File: config.mk
export PLATFORM = sky130hd
export DESIGN_NAME = multi_port_fifo
export DESIGN_NICKNAME = d
export VERILOG_FILES = /design/src/rtl/multi_port_fifo.sv
export SDC_FILE = /design/constraint.sdc
export NUM_CORES = 1
export LEC_CHECK = 0
export BUFFER_PORTS_ARGS = -buffer_cell sky130_fd_sc_hd__buf_2
export CAP_MARGIN = 20
export CORE_MARGIN = 2
export CORE_UTILIZATION = 30
export CTS_CLUSTER_SIZE = 40
export DETAILED_ROUTE_END_ITERATION = 10
export MAX_ROUTING_LAYER = met4
export SYNTH_ARGS = -nofsm -noshare
export SYNTH_HDL_FRONTEND = slang
export SYNTH_SLANG_ARGS = --single-unit
File: constraint.sdc
create_clock -name clk -period 6 [get_ports clk]
set_input_delay 1.2 -clock clk [delete_from_list [all_inputs] [get_ports clk]]
set_output_delay 1.2 -clock clk [all_outputs]
set_load 0.05 [all_outputs]
File: src/rtl/multi_port_fifo.sv
// Multi-port ring-buffer FIFO: up to PUSH_PORTS entries in and POP_PORTS entries out per cycle.
// Pointers carry an extra wrap bit, so occupancy is just wp - rp.
module multi_port_fifo #(
  parameter int unsigned DEPTH      = 8,
  parameter int unsigned LINE_WIDTH = 32,
  parameter int unsigned PUSH_PORTS = 2,
  parameter int unsigned POP_PORTS  = 2
) (
  input  logic                                clk,
  input  logic                                rst,
  input  logic                                flush,
  input  logic [$clog2(PUSH_PORTS+1)-1:0]     push_num,
  input  logic [PUSH_PORTS*LINE_WIDTH-1:0]    push_data,
  output logic                                push_ready,
  input  logic [$clog2(POP_PORTS+1)-1:0]      pop_num,
  output logic [POP_PORTS*LINE_WIDTH-1:0]     head_data,
  output logic [POP_PORTS-1:0]                head_valid,
  output logic [$clog2(DEPTH+1)-1:0]          count,
  output logic [$clog2(DEPTH+1)-1:0]          free_slots,
  output logic                                full,
  output logic                                empty
);

  localparam int unsigned IDX   = $clog2(DEPTH);
  localparam int unsigned PTR   = IDX + 1;
  localparam int unsigned CNT   = $clog2(DEPTH + 1);
  localparam int unsigned POPW  = $clog2(POP_PORTS + 1);

  logic [PTR-1:0]        rp;
  logic [PTR-1:0]        wp;
  logic [PTR-1:0]        occ;
  logic [LINE_WIDTH-1:0] mem [DEPTH];
  logic                  push_ok;
  logic [POPW-1:0]       pop_eff;

  assign occ        = wp - rp;
  assign count      = CNT'(occ);
  assign free_slots = CNT'(DEPTH) - count;
  assign full       = (count == CNT'(DEPTH));
  assign empty      = (count == '0);
  assign push_ready = (free_slots >= CNT'(PUSH_PORTS));

  // Push is all-or-nothing against the free space seen before this cycle's pop.
  assign push_ok = (CNT'(push_num) <= free_slots);

  always_comb begin
    pop_eff = pop_num;
    if (CNT'(pop_num) > count)
      pop_eff = POPW'(count);
  end

  always_ff @(posedge clk or posedge rst) begin
    if (rst) begin
      rp <= '0;
      wp <= '0;
    end else if (flush) begin
      rp <= '0;
      wp <= '0;
    end else begin
      if (push_ok)
        wp <= wp + PTR'(push_num);
      rp <= rp + PTR'(pop_eff);
    end
  end

  // Storage has no reset; stale lines are never visible because head output is gated by occupancy.
  always_ff @(posedge clk) begin
    if (!flush && push_ok) begin
      for (int unsigned k = 0; k < PUSH_PORTS; k++) begin
        if (k < 32'(push_num))
          mem[wp[IDX-1:0] + IDX'(k)] <= push_data[k*LINE_WIDTH +: LINE_WIDTH];
      end
    end
  end

  always_comb begin
    head_valid = '0;
    head_data  = '0;
    for (int unsigned i = 0; i < POP_PORTS; i++) begin
      if (32'(count) > i) begin
        head_valid[i]                          = 1'b1;
        head_data[i*LINE_WIDTH +: LINE_WIDTH]  = mem[rp[IDX-1:0] + IDX'(i)];
      end
    end
  end

endmodule

==> results.yml, run 1 <==
logic_synthesis:
  synthCells: 1046
  syn_avg_cell_area_um2: 15.16
  synth_edf_count: 256
  ys_top_cells_by_area: "edfxtp_1 48%, mux4_2 18%, mux2_2 17%, nand2_1 3.1%, a21oi_1 2.3%"
  synthArstFlopShare_pct: 3.030
  syn_area_um2: 15860
  synthTopCellsByCount: "256 x edfxtp_1, 234 x mux2_2, 132 x nand2_1"
  ys_seq_elements: 264
  ys.flop_type: "edfxtp_1"
  yosysTopAreaCellShare_pct: 48.47
  ys_warn_count: 0
  synth_most_common_cell: "edfxtp_1"
  synth-seq-area-share_pct: 49.73
  synth_top_area_cell: "edfxtp_1"
  synthDistinctLibCells: 43
  synth_nets: 1136
global_route:
  gr-usage-met3_pct: 2.797
  first_global_vias: 10360
  grt_pass1_wl_mm: 69.17
  grt_max_degree: 131
  met2_usage_pct: 29.13
  grt_use_met1_pct: 22.82
  overflow: 0
  top_usage_layer: "met2"
  antenna_found_initial: 5
  track_usage_pct: 17.70
drt:
  final_antenna_net_count: 0
  vias: 10110
  vias_per_cell: 5.332
  wl_per_cell_um: 24.76
  wl_mm: 46.93
  dr.pass1.iters: 5
  drt-initial-drc-count: 786
  route.detailed.drc: 0
placement:
  dp_hpwl_mm: 29.92
  dp_slack_ps: 1357
  place_area_um2: 17440
  port_buffers: 147
  gp_congestion: 0.7703
worst_hold_path:
  hp-class: "reg2reg"
  min_path_cells: 2
  min-delay-start: "rp[3]"
  hold_end: "rp[3]"
setup_path:
  critPathSlowestCell: "ha_4"
  r2r_cells: 11
  critPathMaxFanout: 130
  critPathKind: "reg2out"
  worstPathRequired_ps: 4800
  r2r-start: "rp[1]"
  reg2reg_setup_slack_ps: 1370
  cp_cell_sequence: "buf_12 > ha_4 > mux4_2 > nand2_1 > a21oi_1 > buf_2"
  timing.rr.end: "mem[7][18]"
  start_kind: "flip-flop"
  critical_path_arrival_ps: 3830
  crit_path_end_kind: "output port"
  slowest_delay_ps: 1010
sta:
  timing.final.crit_share_pct: 83.79
  finalMaxSlewViolations: 0
  hold_viol: 0
  fin_tns_setup_ps: 0
  fin_ws_ps: 972.8
  relSlewSlack_pct: 25.63
  fmax_mhz: 198.9
  worst_pin_slew_ps: 1116
  clock_skew_ps: 10.12
  rsz0062_at_grt: "false"
  finalCriticalPeriod_ps: 5027
  setup_viol: 0
die:
  die_h_um: 233.9
  initial_core_util_pct: 30.24
  rows: 84
  coreArea_um2: 52450
  die_area_um2: 54720
  die_w_um: 233.9
  ios: 148
cts:
  post_cts_buffers: 0
  htree_levels: 1
  ctsRootBufferMaster: "clkbuf_16"
  numCtsBuffers: 30
  clock-sinks: 264
  cts_max_path_buffers: 3
  clk_pin_slew_ps: 60
  postCtsResizedCells: 0
  clk_latency_ps: 570
  cts-hold-fix-buffers: 0
  cts_tree: "done"
run:
  max-cap-violations: 0
layout:
  final_cell_area_um2: 18360
  layout-drive-gt1-share_pct: 50.75
  nNetsFinal: 1270
  syn2layout_area_growth_pct: 15.75
run_status:
  status: "complete, no violations"
[per-layer routing]
| layer | vias up | wire (um) |
|---|---|---|
| met5 | - | 0 |
| met4 | 0 | 1068 |
| met3 | 62 | 3047 |
| met2 | 326 | 22930 |
| met1 | 5293 | 19880 |
| li1 | 4424 | - |
[layout by cell type, fill, tap and decap left out, types with 4 or more instances in the layout]
cell type and n:
nor2_1 19, clkinv_1 6, clkbuf_1 9, mux4_2 128, o21ai_4 6, buf_4 30
buf_2 147, nor2b_1 5, nand2_1 132, ha_1 15, inv_1 14, dfrtp_1 5
a21oi_1 73, mux2_2 234, clkinv_2 4, nor2_4 8, nand3_1 4, mux2_1 25
diode_2 5, clkbuf_16 31, edfxtp_1 256, o21ai_0 5
[critical path: cells and delay by family, from the launching register on]
| kind | cells | cell delay (ps) |
|---|---|---|
| compound gates | 1 | 340 |
| buf+inv | 2 | 970 |
| simple gates | 1 | 50 |
| flops | 1 | 430 |
| mux | 1 | 370 |
| fa+ha+maj | 1 | 1010 |
[flip-flops by register name, summed over array words and instances, names as in the netlist]
signal  flops
mem       256
rp          4
wp          4
[how the worst max path moves through the flow]
stage / from / endpoint / slack (ps)
after CTS: rp[0] / head_data[46] / 860
final: rp[0] / head_data[49] / 970
after global routing: rp[1] / head_data[15] / 700
after floorplan: rp[1] / head_data[23] / 490
after detailed placement: rp[1] / mem[6][4] / 1360
after global placement: rp[1] / mem[7][7] / 1440
[metrics by stage]
step	hold WS (ps)	util, %	std cells
floorplan	529.9	-	1046
global placement	547.8	33.25	1836
detailed placement	561.0	33.25	1836
CTS	575.5	34.98	1890
global route	608.9	35.01	1895
finish	571.5	35.01	1895
[logic make-up (layout without fill, tap and decap cells)]
kind of cell	Yosys count	after routing	share of synthesized area (%)
buffers and inverters	92	248	2.990
AOI/OAI and AO/OA	93	93	3.550
other	0	5	0
DFF	264	264	49.73
and+or+nand+nor	178	178	4.536
adders and majority gates	19	19	1.641
muxes	389	389	36.69
xor gates and xnor gates	11	11	0.8599
[area by class of cell]
class / count / area [um^2]
diodes: 5 / 12.51
clock buffers: 40 / 809.5
clock inverters: 14 / 101.3
fillers: 5034 / 34090
inverters: 16 / 65.06
multi-input cells: 690 / 7632
flip-flops and latches: 264 / 7896
well taps: 688 / 860.8
repair buffers: 178 / 980.9
Power of run 1 is not shown: default switching activity piles up to over one toggle a cycle in this logic, so the estimate is an artifact.
==> run 2: changes to the inputs <==
- clock period: 6 -> 4.4 ns (I/O delays scaled with it)
==> run 2 against run 1 <==
Net effect: critical path depth up 2; final area rose by 2.2%; register-to-register slack worse by 840 ps; first-iteration DRC count up 4.7%; flip-flop and latch count unchanged; routed wire length up 2.6%; global-route usage grew 0.52 points; critical endpoint is now head_data[31].
==> results.yml, run 2 (same netlist as run 1, synthesis figures left out) <==
run_status:
  status: "complete, no violations"
cts:
  post_cts_buffers: 0
  clk_pin_slew_ps: 60
  clock-sinks: 264
  cts-hold-fix-buffers: 0
  cts_tree: "done"
  htree_levels: 1
  cts_max_path_buffers: 3
  clk_latency_ps: 560
  ctsRootBufferMaster: "clkbuf_16"
  numCtsBuffers: 30
sta:
  rsz0062_at_grt: "false"
  fin_tns_setup_ps: 0
  timing.final.crit_share_pct: 98.28
  relSlewSlack_pct: 52.49
  setup_viol: 0
  hold_viol: 0
  clock_skew_ps: 8.188
  fmax_mhz: 231.2
  worst_pin_slew_ps: 712.6
  finalCriticalPeriod_ps: 4324
  finalMaxSlewViolations: 0
global_route:
  first_global_vias: 10740
  antenna_found_initial: 8
  grt_pass1_wl_mm: 71.37
  track_usage_pct: 18.22
  overflow: 0
  grt_max_degree: 66
setup_path:
  start_kind: "flip-flop"
  crit_path_end_kind: "output port"
  critical_path_arrival_ps: 3440
  critPathKind: "reg2out"
  crit_start: "rp[0]"
  worstPathRequired_ps: 3520
  r2r-start: "rp[0]"
  critPathMaxFanout: 12
layout:
  syn2layout_area_growth_pct: 18.29
  nNetsFinal: 1297
  layout-drive-gt1-share_pct: 52.73
  fin_util_pct: 35.77
  layout_commonest_cell: "edfxtp_1"
  largest_register_ffs: 256
  final_cell_area_um2: 18760
  layout_common_cells: "256 x edfxtp_1, 234 x mux2_2, 147 x buf_2"
drt:
  drt-initial-drc-count: 823
  final_antenna_net_count: 0
  vias: 10220
  wl_mm: 48.17
  route.detailed.drc: 0
  vias_per_cell: 5.321
  dr.pass1.iters: 5
  wl_per_cell_um: 25.08
worst_hold_path:
  hp-class: "in2async"
run:
  max-cap-violations: 0
die:
  ios: 148
  coreArea_um2: 52450
  rows: 84
  die_w_um: 233.9
  initial_core_util_pct: 30.24
  die_area_um2: 54720
  die_h_um: 233.9
placement:
  place_area_um2: 17760
  dp_hpwl_mm: 30.11
  gp_congestion: 0.7915
  port_buffers: 147
-- run 2: final timing paths --
| path | cells after the start | end | slack (ps) |
|---|---|---|---|
| worst max-delay path | 8 | head_data[31] | 80 |
| worst min-delay path | 2 | rp[0] | 260 |
| worst max register to register | 12 | mem[3][28] | 530 |
| worst min register to register | 2 | rp[3] | 580 |
| max in group asynchronous | 2 | rp[1] | 3860 |
| min in group clk | 2 | rp[3] | 580 |
-- run 2: final cells by class --
class	instances	area [um^2]
Timing Repair Buffer	205	1311
Tap cell	688	860.8
Multi-Input combinational cell	690	7700
Clock buffer	33	783.3
Fill cell	5009	33680
Antenna cell	8	20.02
Clock inverter	17	123.9
Inverter	16	65.06
Sequential cell	264	7896
-- run 2: worst max-delay path, stage by stage (launching register included) --
cell,delay [ps]
dfrtp_4,520
ha_1,240
fa_1,480
buf_4,170
ha_1,250
nor3b_2,200
buf_4,240
a21oi_1,430
buf_2,360
-- run 2: repair_timing --
item                       CTS  global route
setup endpoints to repair   24            16
gates resized for setup      3             6
gates cloned                 1             0
-- run 2: routing by layer --
layer  vias up  routed length (um)  track usage [%]
li1       4481                   -                -
met1      5347               21070            24.40
met4         0                 854            3.936
met3        54                3138            3.210
met2       340               23110            29.05
met5         -                   0                -
-- run 2: stage by stage --
step | setup WS [ps] | hold WS (ps) | std cells
after CTS | 24.99 | 255.0 | 1913
final | 75.62 | 261.9 | 1921
after global routing | 2.191 | 279.0 | 1921
after detailed placement | 443.6 | 558.7 | 1862
after global placement | 285.4 | 562.7 | 1861
after floorplan | -438.7 | 529.9 | 1046
Power of run 2 is left out for the same reason.
